$ cat src/rtl/usrt_apb_master_pkg.sv
// Shared definitions for the USRT APB initiator: state encoding, default
// bus widths and the wait-counter sizing helper.
package usrt_apb_master_pkg;

  typedef enum logic [1:0] {
    IDLE   = 2'd0,
    SETUP  = 2'd1,
    ACCESS = 2'd2,
    RESP   = 2'd3
  } apb_state_e;

  localparam int unsigned USRT_ADDR_W = 32;
  localparam int unsigned USRT_DATA_W = 8;

  // Counter width for a wait limit; a disabled limit (0) still needs one bit.
  function automatic int unsigned wait_cnt_w(input int unsigned timeout);
    return (timeout == 0) ? 1 : $clog2(timeout + 1);
  endfunction

endpackage

$ cat src/rtl/usrt_apb_master_wait_timer.sv
// Clearable saturating wait-state counter with an expiry compare.
module wait_timer
  import usrt_apb_master_pkg::*;
#(
  parameter int unsigned TIMEOUT = 255
) (
  input  logic clk_i,
  input  logic rst_ni,
  input  logic clr_i,
  input  logic inc_i,
  output logic expired_o
);

  localparam int unsigned CW = wait_cnt_w(TIMEOUT);
  localparam logic [CW-1:0] CNT_MAX = '1;
  localparam logic [CW-1:0] LAST = CW'((TIMEOUT == 0) ? 0 : TIMEOUT - 1);

  logic [CW-1:0] cnt_q;

  // Count wait cycles, saturating at the top of the counter range.
  always_ff @(posedge clk_i) begin
    if (!rst_ni) begin
      cnt_q <= '0;
    end else if (clr_i) begin
      cnt_q <= '0;
    end else if (inc_i && (cnt_q != CNT_MAX)) begin
      cnt_q <= cnt_q + 1'b1;
    end
  end

  // Expiry fires on the edge whose increment would make the count reach
  // TIMEOUT, so exactly TIMEOUT wait cycles are tolerated.
  assign expired_o = (TIMEOUT != 0) && inc_i && (cnt_q == LAST);

endmodule

$ cat src/rtl/usrt_apb_master.sv
// APB initiator driving the USRT bridge from a command/response interface.
module usrt_apb_master
  import usrt_apb_master_pkg::*;
#(
  parameter int unsigned ADDR_W  = USRT_ADDR_W,
  parameter int unsigned DATA_W  = USRT_DATA_W,
  parameter int unsigned TIMEOUT = 255
) (
  input  logic              pClk,
  input  logic              pReset,
  input  logic              cmd_valid,
  output logic              cmd_ready,
  input  logic              cmd_write,
  input  logic [ADDR_W-1:0] cmd_addr,
  input  logic [DATA_W-1:0] cmd_wdata,
  output logic              rsp_valid,
  input  logic              rsp_ready,
  output logic [DATA_W-1:0] rsp_rdata,
  output logic              rsp_err,
  output logic              pSelect,
  output logic              pEnable,
  output logic              pWrite,
  output logic [ADDR_W-1:0] pAddress,
  output logic [DATA_W-1:0] pWData,
  input  logic [DATA_W-1:0] pRData,
  input  logic              pReady,
  input  logic              pSlvErr
);

  apb_state_e        state_q;
  logic              psel_q;
  logic              pen_q;
  logic              pwrite_q;
  logic [ADDR_W-1:0] paddr_q;
  logic [DATA_W-1:0] pwdata_q;
  logic              cmd_ready_q;
  logic              rsp_valid_q;
  logic [DATA_W-1:0] rsp_rdata_q;
  logic              rsp_err_q;

  logic              tmr_clr;
  logic              tmr_inc;
  logic              tmr_expired;

  assign tmr_clr = (state_q == SETUP);
  assign tmr_inc = (state_q == ACCESS) && !pReady;

  wait_timer #(
    .TIMEOUT (TIMEOUT)
  ) u_wait_timer (
    .clk_i     (pClk),
    .rst_ni    (pReset),
    .clr_i     (tmr_clr),
    .inc_i     (tmr_inc),
    .expired_o (tmr_expired)
  );

  // Transfer sequencer; the APB address/data/direction registers double as
  // the command holding registers and are cleared once the bus goes idle.
  always_ff @(posedge pClk) begin
    if (!pReset) begin
      state_q     <= IDLE;
      psel_q      <= 1'b0;
      pen_q       <= 1'b0;
      pwrite_q    <= 1'b0;
      paddr_q     <= '0;
      pwdata_q    <= '0;
      cmd_ready_q <= 1'b1;
      rsp_valid_q <= 1'b0;
      rsp_rdata_q <= '0;
      rsp_err_q   <= 1'b0;
    end else begin
      case (state_q)
        IDLE: begin
          if (cmd_valid && cmd_ready_q) begin
            state_q     <= SETUP;
            psel_q      <= 1'b1;
            pwrite_q    <= cmd_write;
            paddr_q     <= cmd_addr;
            pwdata_q    <= cmd_wdata;
            cmd_ready_q <= 1'b0;
          end
        end
        SETUP: begin
          state_q <= ACCESS;
          pen_q   <= 1'b1;
        end
        ACCESS: begin
          if (pReady || tmr_expired) begin
            state_q     <= RESP;
            psel_q      <= 1'b0;
            pen_q       <= 1'b0;
            pwrite_q    <= 1'b0;
            paddr_q     <= '0;
            pwdata_q    <= '0;
            rsp_valid_q <= 1'b1;
            if (pReady) begin
              rsp_err_q   <= pSlvErr;
              rsp_rdata_q <= (!pwrite_q && !pSlvErr) ? pRData : '0;
            end else begin
              rsp_err_q   <= 1'b1;
              rsp_rdata_q <= '0;
            end
          end
        end
        RESP: begin
          if (rsp_ready) begin
            state_q     <= IDLE;
            rsp_valid_q <= 1'b0;
            rsp_rdata_q <= '0;
            rsp_err_q   <= 1'b0;
            cmd_ready_q <= 1'b1;
          end
        end
        default: begin
          state_q <= IDLE;
        end
      endcase
    end
  end

  assign cmd_ready = cmd_ready_q;
  assign rsp_valid = rsp_valid_q;
  assign rsp_rdata = rsp_rdata_q;
  assign rsp_err   = rsp_err_q;
  assign pSelect   = psel_q;
  assign pEnable   = pen_q;
  assign pWrite    = pwrite_q;
  assign pAddress  = paddr_q;
  assign pWData    = pwdata_q;

endmodule
$ cat config.mk
export PLATFORM = sky130hd
export DESIGN_NAME = usrt_apb_master
export DESIGN_NICKNAME = d
export VERILOG_FILES = /design/src/rtl/usrt_apb_master_pkg.sv /design/src/rtl/usrt_apb_master_wait_timer.sv /design/src/rtl/usrt_apb_master.sv
export SDC_FILE = /design/constraint.sdc
export NUM_CORES = 1
export LEC_CHECK = 0
export CORE_ASPECT_RATIO = 0.9
export CORE_MARGIN = 1.5
export CORE_UTILIZATION = 40
export CTS_BUF_LIST = sky130_fd_sc_hd__clkbuf_16
export CTS_CLUSTER_SIZE = 28
export DETAILED_ROUTE_END_ITERATION = 10
export GPL_TIMING_DRIVEN = 0
export PLACE_DENSITY = 0.82
export SLEW_MARGIN = 15
export SYNTH_ARGS = -nofsm -noshare
export SYNTH_HDL_FRONTEND = slang
export SYNTH_HIERARCHICAL = 1
export SYNTH_SLANG_ARGS = --single-unit
$ cat constraint.sdc
create_clock -name pClk -period 2.6 [get_ports pClk]
set_input_delay 0.26 -clock pClk [delete_from_list [all_inputs] [get_ports pClk]]
set_output_delay 0.26 -clock pClk [all_outputs]
set_load 0.03 [all_outputs]
# == Yosys cells after proc, flatten, opt, wreduce, memory -nomap -nowiden ==
# Index checks and enable logic that the tools add are counted.
# totals
input_bits,55
wordCells,71
reg_bits,64
out_inout_bits,54
# classes
n_mux,30
add_sub_neg,1
bitwise_logic,1
eq_ne,8
n_reduce_logical,20
# ops
operator,count
$mux 32,2
$pmux 32 s2,1
$mux 8,6
$pmux 8 s2,2
$pmux 1 s2,6
$reduce_and 3->1,4
$mux 1,9
$add 8x1->8 const B,1
$eq 8x8->1 const B,1
$ne 8x8->1 const B,1
$pmux 2 s4,1
$reduce_bool 2->1,4
$mux 2,3
$logic_and 1x1->1,5
$eq 2x2->1 const B,2
$ne 2x2->1 const B,2
$logic_not 1->1,3
$eq 2x1->1 const B,1
$logic_not 2->1,1
$ne 2x1->1 const B,1
$reduce_and 2->1,1
$reduce_or 2->1,1
$logic_or 1x1->1,1
$not 1->1,1

# == Longest topological paths before layout ==
# Gate-level depths: netlist of the first run.
# logic_depth
word_depth,6
depth_mapped,10
depth_no_buf,9

# == Modules after synthesis ==
# Netlist of the first run, hierarchy kept.
# modules_own_cells
mod,seq_area_each_um2,area_per_inst_um2,instances,cells_per_inst
usrt_apb_master,1121.1,2409.8,1,271
wait_timer,160.2,471.7,1,51

# == Worst setup path after synthesis of the first run ==
# Ideal clock, no wire load.
# synth_timing
path_type,reg-to-reg
from,reg state_q[0]
to,reg paddr_q[19] (netlist: pAddress[19])
path_stages_with_launch,10
setup_time_ps,120
n_path_buf,1
t_arrival_ps,2146
t_required_ps,2480
period_less_slack_ps,2266
setup_slack_ps,334
path_cell_list,dfxtp_1 -> inv_1 -> ha_1 -> nor2b_1 -> and3_2 -> and3_1 -> nor3b_4 -> nor3_4 -> clkbuf_2 -> o21ai_1
# synth_via
elab_chain_cells,6
elab_cells_between_ends,10
classes_between,eq/ne (3); mux (1); reduce/logical (6)
# synth_lines
element,line,rtl
from (decl),usrt_apb_master.sv:30,apb_state_e state_q;
from (signal assigned),usrt_apb_master.sv:62,state_q <= IDLE;
from (signal assigned),usrt_apb_master.sv:76,state_q <= SETUP;
from (signal assigned),usrt_apb_master.sv:85,state_q <= ACCESS;
$eq 2x2->1,usrt_apb_master.sv:46,assign tmr_inc = (state_q == ACCESS) && !pReady;
$logic_and 1x1->1,usrt_apb_master.sv:46,
named net tmr_inc,usrt_apb_master.sv:42,logic tmr_inc;
$logic_and 1x1->1,usrt_apb_master_wait_timer.sv:33,assign expired_o = (TIMEOUT != 0) && inc_i && (cnt_q == LAST);
named net tmr_expired,usrt_apb_master.sv:43,logic tmr_expired;
$logic_or 1x1->1,usrt_apb_master.sv:89,if (pReady || tmr_expired) begin
$ne 2x1->1 (no line),-,
$reduce_and 3->1 (no line),-,
to (signal assigned),usrt_apb_master.sv:79,paddr_q <= cmd_addr;
to (decl),usrt_apb_master.sv:34,logic [ADDR_W-1:0] paddr_q;
# The timed path passes the listed nets, and every way through them passes these cells.
# A chain may end at the register's enable or synchronous reset.

# == Final worst setup path of the first run ==
# layout_timing
from,reg state_q[0]
to,reg paddr_q[2] (netlist: pAddress[2])
# Same word-level chain as after synthesis.

==> results.md, run 1 <==
* Status: completed
* #FFs+latches synth at 64
* Buffers plus inverters on the worst setup path at 3
* Clock Skews at 0.00456 ns
* Top Family by Delay on Critical Path: simple AND/OR/NAND/NOR gates
* Share of post-route cells with drive strength above 1 at 10.9%
* Routed wire length per instance at 14.5 um
* Power Dens Cells at 1140 mW/mm^2
* Ys flop type: dfxtp_1
* Ys async rst share at 0%
* Starting Density at just over 40%
* Routed vias at around 2900
* Area Overhead vs Synth at 54.4%
* Final Core Density at 63.5%
* R2r startpoint: state_q[0]
* # setup viols final at 0
* Fin. Hold Viols at 0
* Global-route wire length before repair at 12800 um
* CP startpoint: state_q[0]
* Number of synthesized flops with an enable pin at 0
* R2R setup slack at about 0.24 ns
* Drt first pass iters at 4
* Pleak at 0.00161 uW
* Clock Latency Late Sink at 0.33 ns
* Post-Syn Instances at 322
* Pins Over Slew Limit at 0
* Peak VDD IR at ~620 uV
* Slowest stage cell, crit path: dfxtp_2
* CP required at around 2.8 ns
* Critical path start-end classification: flip-flop to flip-flop
* Final HPWL DP at 5610 um
* DIE AREA at approximately 0.0077 sq mm
* Vias/cell at 5.29
* IO Pins at 109
* Switching Fraction at 38.4%
* Total CTS buffers at 9
* Hold Buf Count CTS at 0
* Floorplan core area at roughly 0.007 sq mm
* Fin crit share at 90.6%
* Drc violations at 0
* Final hold slack at ~0.45 ns
* Antenna-violating nets left at 0
* Antenna diode count at 0
* Antenna violations before repair at 0
* H-tree depth at 3
* TNS Setup at 0 ns
* Port Buffers at 108
* Critical Path Max Stage Delay at 0.37 ns
* HP Start: pAddress[22]
* Most common cell after layout, fill and taps aside: clkdlybuf4s50_1
* Int Power at 3110 uW
* Final min period at 2.36 ns
* NetSw at 1940 uW
* Slew of the pin with the lowest slew margin at slightly above 0.7 ns
* CTS Root Cell: clkbuf_16
* Worst Path Max Fanout at 10
* Type of origin of the critical path: flip-flop
* Worst endpoint data arrival time at ~2.6 ns
* Post-route cell area at 0.00445 sq mm
* Pin count of the biggest net entering global routing at 11
* Synth cell types at 43
* Clock buffer depth at 2
* Placed cell areas at 0.00408 sq mm
* Die height at 83.5 um
* Syn Nets at roughly 390
* Num rows at 29
* Cell Chain, Critical Path: inv_1, ha_1, nor2b_4, and3_2, and3_1, nor3b_4, nor3_4, buf_12, clkbuf_2, o21ai_0
* Vias in the first global route at 2882
* Dpl ws at -0.205 ns
* Post-Syn Area at 0.00288 sq mm
* Upper clock frequency limit at 424 MHz
* Clock share of power at between 20% and 30%
* Reg power frac at 28.5%
* Synthesis Warnings at 6
* Gate power share at 47.2%
* Commonest non-fill, non-tap cells in the layout: 108 x clkdlybuf4s50_1, 63 x dfxtp_1, 56 x nand2_1
* Nets at 509
* Clock sinks at 64
* RePlAce Congestion at 0.834
* Gr ovfl total at 0
* Drt total wl at 7860 um
* Post-Syn Area per Cell at slightly below 9 sq um
* CTS tree: yes
* Post-synthesis sequential area ratio at 44.5%
* Die X at 92.5 um
* GRT Overall Usage at 20.8%
* Hold Path Class: flip-flop to flip-flop
* CTS clock-pin slew for the worst setup and hold paths at 0.05 ns
* RSZ-0062 raised after global routing: false
* CP Capture Type: flip-flop
* Max Cap Viol at 0
* Drt first-iter violations at 111
* Worst slew margin at ~52%
* Worst setup margin at 0.243 ns
what timing repair did:
item,4_1_cts,5_1_grt
setup buffers,0,4
setup endpoints to repair,50,50
gates resized for setup,1,6
pin swaps,1,3
synthesized netlist by cell type, drive strengths merged (5+ instances only):
cell type,instances,area (sq um)
nor3,6,46.3
nand2,56,210
a211oi,5,42.5
buf,12,87.6
inv,5,18.8
ha,9,113
o21ai,44,220
dfxtp,64,1280
a21oi,12,63.8
clkbuf,11,46.3
nand3,13,65.1
nand4b,41,359
nor2,13,48.8
cell families after synthesis:
| family | share of synthesized area, % |
|---|---|
| mux | 1.39 |
| flops | 44.5 |
| compound gates | 13.9 |
| xor+xnor | 0.304 |
| buf+inv | 5.30 |
| fa+ha+maj | 3.91 |
| simple gates | 30.8 |
worst register-to-register path: stages (launching register included):
cell      delay [ns]
dfxtp_2         0.37
inv_1           0.10
ha_1            0.26
nor2b_4         0.17
and3_2          0.22
and3_1          0.20
nor3b_4         0.32
nor3_4          0.09
buf_12          0.16
clkbuf_2        0.18
o21ai_0         0.22
per-stage QoR:
step,power (uW),cells
2_1_floorplan,2850,322
3_3_place_gp,3670,523
3_5_place_dp,3710,523
4_1_cts,4960,537
5_1_grt,5320,541
6_report,5050,541
per-layer routing:
layer / wire length [um] / up-vias / track usage (%)
met1: 3410 / 1350 / 24.4
met4: 124 / 0 / 6.15
met5: 0 / - / 0
met2: 3670 / 93 / 33.5
met3: 653 / 14 / 10.0
li1: - / 1407 / -
layout make-up:
type                       instances  area (sq um)
inverter                           5          18.8
sequential                        64          1280
multi-input combinational        230          1460
fill                             575          2550
tap                               93           116
clock buffer                       9           225
buffer                            23           134
timing repair buffer             112          1140
clock inverter                     5          73.8
path summary, 6_finish.rpt:
path	end	depth (start not counted)
setup reg to reg	pAddress[2]	10
hold reg to reg	pAddress[22]	2
hold / removal	pAddress[22]	2
setup / recovery	pAddress[2]	10
power by group through the flow:
stage               Clock [uW]  Combinational, uW  Sequential [uW]
global placement             0               2230             1440
detailed placement           0               2260             1450
finish                    1230               2380             1440
CTS                       1240               2280             1440
floorplan                    0                906             1950
global route              1290               2560             1470
flip-flops by register name (all words and copies together), names as in the netlist:
| name | flops |
|---|---|
| rsp_err | 1 |
| u_wait_timer/cnt_q | 8 |
| rsp_valid | 1 |
| pWData | 8 |
| rsp_rdata | 8 |
| pEnable | 1 |
| cmd_ready | 1 |
| pAddress | 32 |
| pWrite | 1 |
| state_q | 2 |
| pSelect | 1 |
No activity file was read; power rests on OpenSTA's default activity.
==> run 2: changes to the inputs <==
Settings changed: ABC_AREA set to 1, PLACE_DENSITY 0.82 to 0.81.
==> run 2 against run 1 <==
  * Critical path depth rose by 2
  * Clock power barely moved
  * Largest power group unchanged
  * Setup slack improved by 0.088 ns
  * Core utilization fell by 0.51 points
  * Die area rose by 4.8%
  * Critical path type unchanged
  * Critical endpoint is now pAddress[30]
  * Maximum frequency rose by 3.9%
==> results.md, run 2 <==
* Critical path start-end classification: flip-flop to flip-flop
* Die X at 94.7 um
* Antenna-violating nets left at 0
* Met1 GRT Util at 23.0%
* Vias in the first global route at 2921
* Synthesis Warnings at 6
* Clock Latency Late Sink at 0.33 ns
* Commonest non-fill, non-tap cells in the layout: 120 x nor2_1, 108 x clkdlybuf4s50_1, 83 x nand2_1
* Antenna diode count at 0
* Clock Skews at 0.00680 ns
* RePlAce Congestion at 0.796
* Drt first-iter violations at 72
* Power, Total at 5290 uW
* Fin crit share at between 80% and 90%
* Clock sinks at 64
* Top cells by area, synth: dfxtp_1 42%, nor2_1 15%, nand2_1 10%
* Routed wire length per instance at 11.6 um
* Pleak at around 0.0020 uW
* Number of synthesized flops with an enable pin at 0
* CP required at 2.80 ns
* Hold Path Class: flip-flop to flip-flop
* Final Core Density at 63.0%
* Num rows at 29
* Status: completed
* Final HPWL DP at 5860 um
* Drt total wl at 7780 um
* Syn Nets at 517
* FILL cells at between 600 and 700
* Nets at 636
* Placed cell areas at around 0.0042 sq mm
* CP Capture Type: flip-flop
* Synth top cells by count: 120 x nor2_1, 83 x nand2_1, 64 x dfxtp_1
* #FFs+latches synth at between 60 and 70
* CTS tree: yes
* H-tree depth at 3
* Starting Density at 42.1%
* Drc violations at 0
* Largest area contributor in the netlist: dfxtp_1
* Final min period at 2.27 ns
* TNS Setup at 0 ns
* Ys async rst share at 0%
* Most common cell after layout, fill and taps aside: nor2_1
* Slew of the pin with the lowest slew margin at 0.468 ns
* CTS Root Cell: clkbuf_16
* Max Cap Viol at 0
* Reg-to-reg endpoint: pAddress[30]
* Total CTS buffers at 9
* Die height at 85.5 um
* Synth cell types at 27
* Ys flop type: dfxtp_1
* Count leader, synth: nor2_1
* Fin. Hold Viols at 0
* Pins Over Slew Limit at 0
* Worst slew margin at approximately two thirds
* Port Buffers at 108
* Pin count of the biggest net entering global routing at 11
* Final hold slack at 0.464 ns
* Routed vias at between 3000 and 4000
* Area Overhead vs Synth at 49.7%
* Drt first pass iters at 4
* Buffers plus inverters on the worst setup path at 4
* IO Pins at 109
* Worst reg-to-reg path cell count at 12
* Post-Syn Instances at 453
* Gr ovfl total at 0
* Vias/cell at 4.62
* Critical Path Max Stage Delay at about 0.35 ns
* Fraction of synthesized cell area taken by the top area cell type at 42.4%
* Hold depth at 2
* Post-synthesis sequential area ratio at 42.4%
* Top Family by Delay on Critical Path: simple AND/OR/NAND/NOR gates
* HP Start: rsp_rdata[0]
* Floorplan core area at about 0.0072 sq mm
* Max reg flops at 32
* Antenna violations before repair at 0
* Postcts setup bufs at 0
* Post-Syn Area at 0.00302 sq mm
* Worst endpoint data arrival time at 2.47 ns
* RSZ-0062 raised after global routing: false
* R2R setup slack at 0.33 ns
* Worst Path Max Fanout at 10
* Cell Chain, Critical Path: inv_1, ha_1, inv_1, nor2_1, inv_1, nor2_1, nor2_2, nand2_4, nand3_4, buf_2, o21ai_0, nor2_1
* Clock buffer depth at 2
* Upper clock frequency limit at roughly 440 MHz
* R2r startpoint: state_q[0]
* CTS clock-pin slew for the worst setup and hold paths at around 0.050 ns
* Power Dens Cells at 1170 mW/mm^2
* Slowest stage cell, crit path: dfxtp_1
* Global-route wire length before repair at 12800 um
* Hold Path End: rsp_rdata[0]
* # setup viols final at 0
* Most Used Layer, Global Route: met2
* Met3 Use GR at 6.29%
* Peak VDD IR at between 500 and 600 uV
* GRT Overall Usage at 20.3%
* Met2 usage at 35.0%
* Post-Syn Area per Cell at 6.68 sq um
* Type of origin of the critical path: flip-flop
* Gates resized, CTS repair at 0
* Post-route cell area at 0.00453 sq mm
* Share of post-route cells with drive strength above 1 at 6.93%
* Hold Buf Count CTS at 0
* DIE AREA at ~0.0081 sq mm
==> run 2: cell count changes after synthesis, moves of 4 or more <==
cell / previous run / this run
nor2_1: 13 / 120
inv_1: 5 / 58
nand4b_1: 41 / 0
nand2_1: 56 / 83
a21oi_1: 11 / 33
o21ai_0: 33 / 12
o21ai_1: 11 / 18
a211oi_1: 4 / 0
clkbuf_2: 4 / 0
mux2i_1: 4 / 0
nor3_1: 4 / 0
==> run 2: cells by family after synthesis <==
family,share of synthesized area [%]
xor+xnor,0.579
flops,42.4
fa+ha+maj,3.72
buf+inv,11.2
compound gates,10.6
simple gates,31.5
==> run 2: power breakdown <==
group | total [uW] | switching, uW | internal, uW
sequential | 1440 | 169 | 1270
clock | 1230 | 407 | 822
combinational | 2620 | 1620 | 993
total | 5290 | 2200 | 3090
==> run 2: worst max-delay path by stage <==
stage               startpoint           end  cells past startpoint
finish              state_q[0]  pAddress[30]                     12
global route        state_q[0]  pAddress[30]                     12
CTS                 state_q[0]  pAddress[30]                     12
detailed placement      pReady  pAddress[26]                     11
global placement        pReady  pAddress[18]                     11
floorplan           state_q[0]  pAddress[30]                     12
==> run 2: worst min-delay path, stage by stage, from the launching register on <==
cell,delay [ns]
dfxtp_1,0.31
nand2_1,0.06
a21oi_1,0.05
==> run 2: per-layer routing <==
| metal | part of all wire, % | routed length (um) |
|---|---|---|
| met1 | 41 | 3210 |
| met4 | 2.1 | 162 |
| met3 | 6.3 | 488 |
| met5 | 0 | 0 |
| met2 | 50 | 3920 |
==> run 2: final cells by class <==
class	count	area [sq um]	area share [%]
Buffer	21	110	2.43
Clock buffer	9	225	4.98
Clock inverter	7	80.1	1.77
Inverter	61	229	5.06
Multi-Input combinational cell	307	1400	31.0
Sequential cell	64	1280	28.3
Tap cell	93	116	2.57
Timing Repair Buffer	108	1080	23.9
==> run 2: metrics by stage <==
step	instances	setup WS, ns
floorplan	453	0.769
global placement	654	0.297
detailed placement	654	0.257
CTS	670	0.334
global route	670	0.0920
finish	670	0.331
==> run 3: changes to the inputs <==
Settings changed: CORE_MARGIN 1.5 to 4.
==> run 3 against run 2 <==
  * Cell area decreased by 0.55%
  * Largest cell class unchanged
  * Die area increased by 11%
  * Clock skew decreased by 0.0025 ns
  * Flip-flop and latch count unchanged
  * Combinational power about the same
==> results.md, run 3 (synthesis results as in run 2) <==
* Most Used Layer, Global Route: met2
* RSZ-0062 raised after global routing: false
* HP Start: rsp_rdata[4]
* CTS tree: yes
* Hold Buf Count CTS at 0
* Share of post-route cells with drive strength above 1 at 6.93%
* CP startpoint: state_q[0]
* Gr ovfl total at 0
* Num rows at 29
* Upper clock frequency limit at 468 MHz
* Antenna diode count at 0
* CP Capture Type: flip-flop
* Critical path start-end classification: flip-flop to flip-flop
* Fin crit share at 82.2%
* Vias/cell at 4.55
* Placed cell areas at 0.00422 sq mm
* Hold Path Class: flip-flop to flip-flop
* Port Buffers at about 110
* H-tree depth at 3
* Met3 Use GR at under 10%
* Routed wire length per instance at 11.7 um
* Clock sinks at 64
* Die X at 99.7 um
* Clock Skews at 0.00434 ns
* Slew of the pin with the lowest slew margin at 0.491 ns
* Fin. Hold Viols at 0
* DIE AREA at approximately 0.009 sq mm
* Pins Over Slew Limit at 0
* Gates resized, CTS repair at 0
* Peak VDD IR at 568 uV
* Starting Density at 42.1%
* TNS Setup at 0 ns
* Pleak at just over 0.002 uW
* Max Cap Viol at 0
* Final min period at 2.14 ns
* CTS Root Cell: clkbuf_16
* Drt first pass iters at 4
* Antenna violations before repair at 0
* Final HPWL DP at between 6000 and 7000 um
* IO Pins at 109
* Worst endpoint data arrival time at 2.34 ns
* Clock buffer depth at 2
* R2r startpoint: state_q[0]
* Type of origin of the critical path: flip-flop
* GRT Overall Usage at 17.8%
* CP required at 2.81 ns
* Drc violations at 0
* Commonest non-fill, non-tap cells in the layout: 120 x nor2_1, 108 x clkdlybuf4s50_1, 83 x nand2_1
* Power Dens Cells at 1150 mW/mm^2
* Max reg flops at 32
* Drt total wl at 7860 um
* Power, Total at ~5200 uW
* CTS clock-pin slew for the worst setup and hold paths at ~0.050 ns
* Total CTS buffers at 9
* Met2 usage at just under 30%
* Clock Latency Late Sink at 0.32 ns
* Routed vias at 3051
* Met1 GRT Util at 21.7%
* Nets at 636
* Worst Path Max Fanout at 10
* # setup viols final at 0
* Drt first-iter violations at 67
* Floorplan core area at a little over 0.007 sq mm
* Area Overhead vs Synth at 48.9%
* Global-route wire length before repair at 13300 um
* Vias in the first global route at 2983
* RePlAce Congestion at 0.831
* Antenna-violating nets left at 0
* Post-route cell area at 0.00450 sq mm
* Status: completed
* Pin count of the biggest net entering global routing at 11
* Worst slew margin at 67.2%
* Die height at 90.5 um
* Final hold slack at about 0.47 ns
* Postcts setup bufs at 0
* Most common cell after layout, fill and taps aside: nor2_1
[run 3: stage by stage]
step	utilization, %	setup slack [ns]	std cells
2_1_floorplan	-	0.769	453
3_3_place_gp	58.8	0.295	654
3_5_place_dp	58.8	0.268	654
4_1_cts	62.7	0.442	670
5_1_grt	62.7	0.177	670
6_report	62.7	0.464	670
[run 3: where the power goes]
part | total, uW | internal (uW) | switching, uW
Sequential | 1440 | 1270 | 167
Clock | 1110 | 723 | 387
Combinational | 2610 | 995 | 1610
[run 3: critical path, cell delays in order, from the launching register on]
cell and delay (ns):
dfxtp_1 0.34, inv_1 0.13, ha_1 0.16, inv_1 0.08, nor2_1 0.28, inv_1 0.10
nor2_1 0.20, nor2_2 0.07, nand2_4 0.09, nand3_4 0.12, buf_2 0.21, o21ai_1 0.17
nor2_1 0.06
[run 3: final cells by class]
| class | instances | area, sq um |
|---|---|---|
| tap | 93 | 116 |
| sequential | 64 | 1280 |
| inverter | 61 | 229 |
| clock buffer | 9 | 225 |
| timing repair buffer | 108 | 1080 |
| multi-input combinational | 307 | 1400 |
| fill | 639 | 2680 |
| clock inverter | 7 | 55.1 |
| buffer | 21 | 110 |
[run 3: final timing paths]
check	to	slack (ns)	cells after the start
setup reg to reg	pAddress[3]	0.46	12
hold reg to reg	rsp_rdata[4]	0.47	2
hold / removal	rsp_rdata[4]	0.47	2
setup / recovery	pAddress[3]	0.46	12
[run 3: per-layer routing]
metal / part of all wire, % / wire length [um]
met1: 43 / 3350
met4: 1.2 / 94
met5: 0 / 0
met2: 50 / 3920
met3: 6.4 / 501
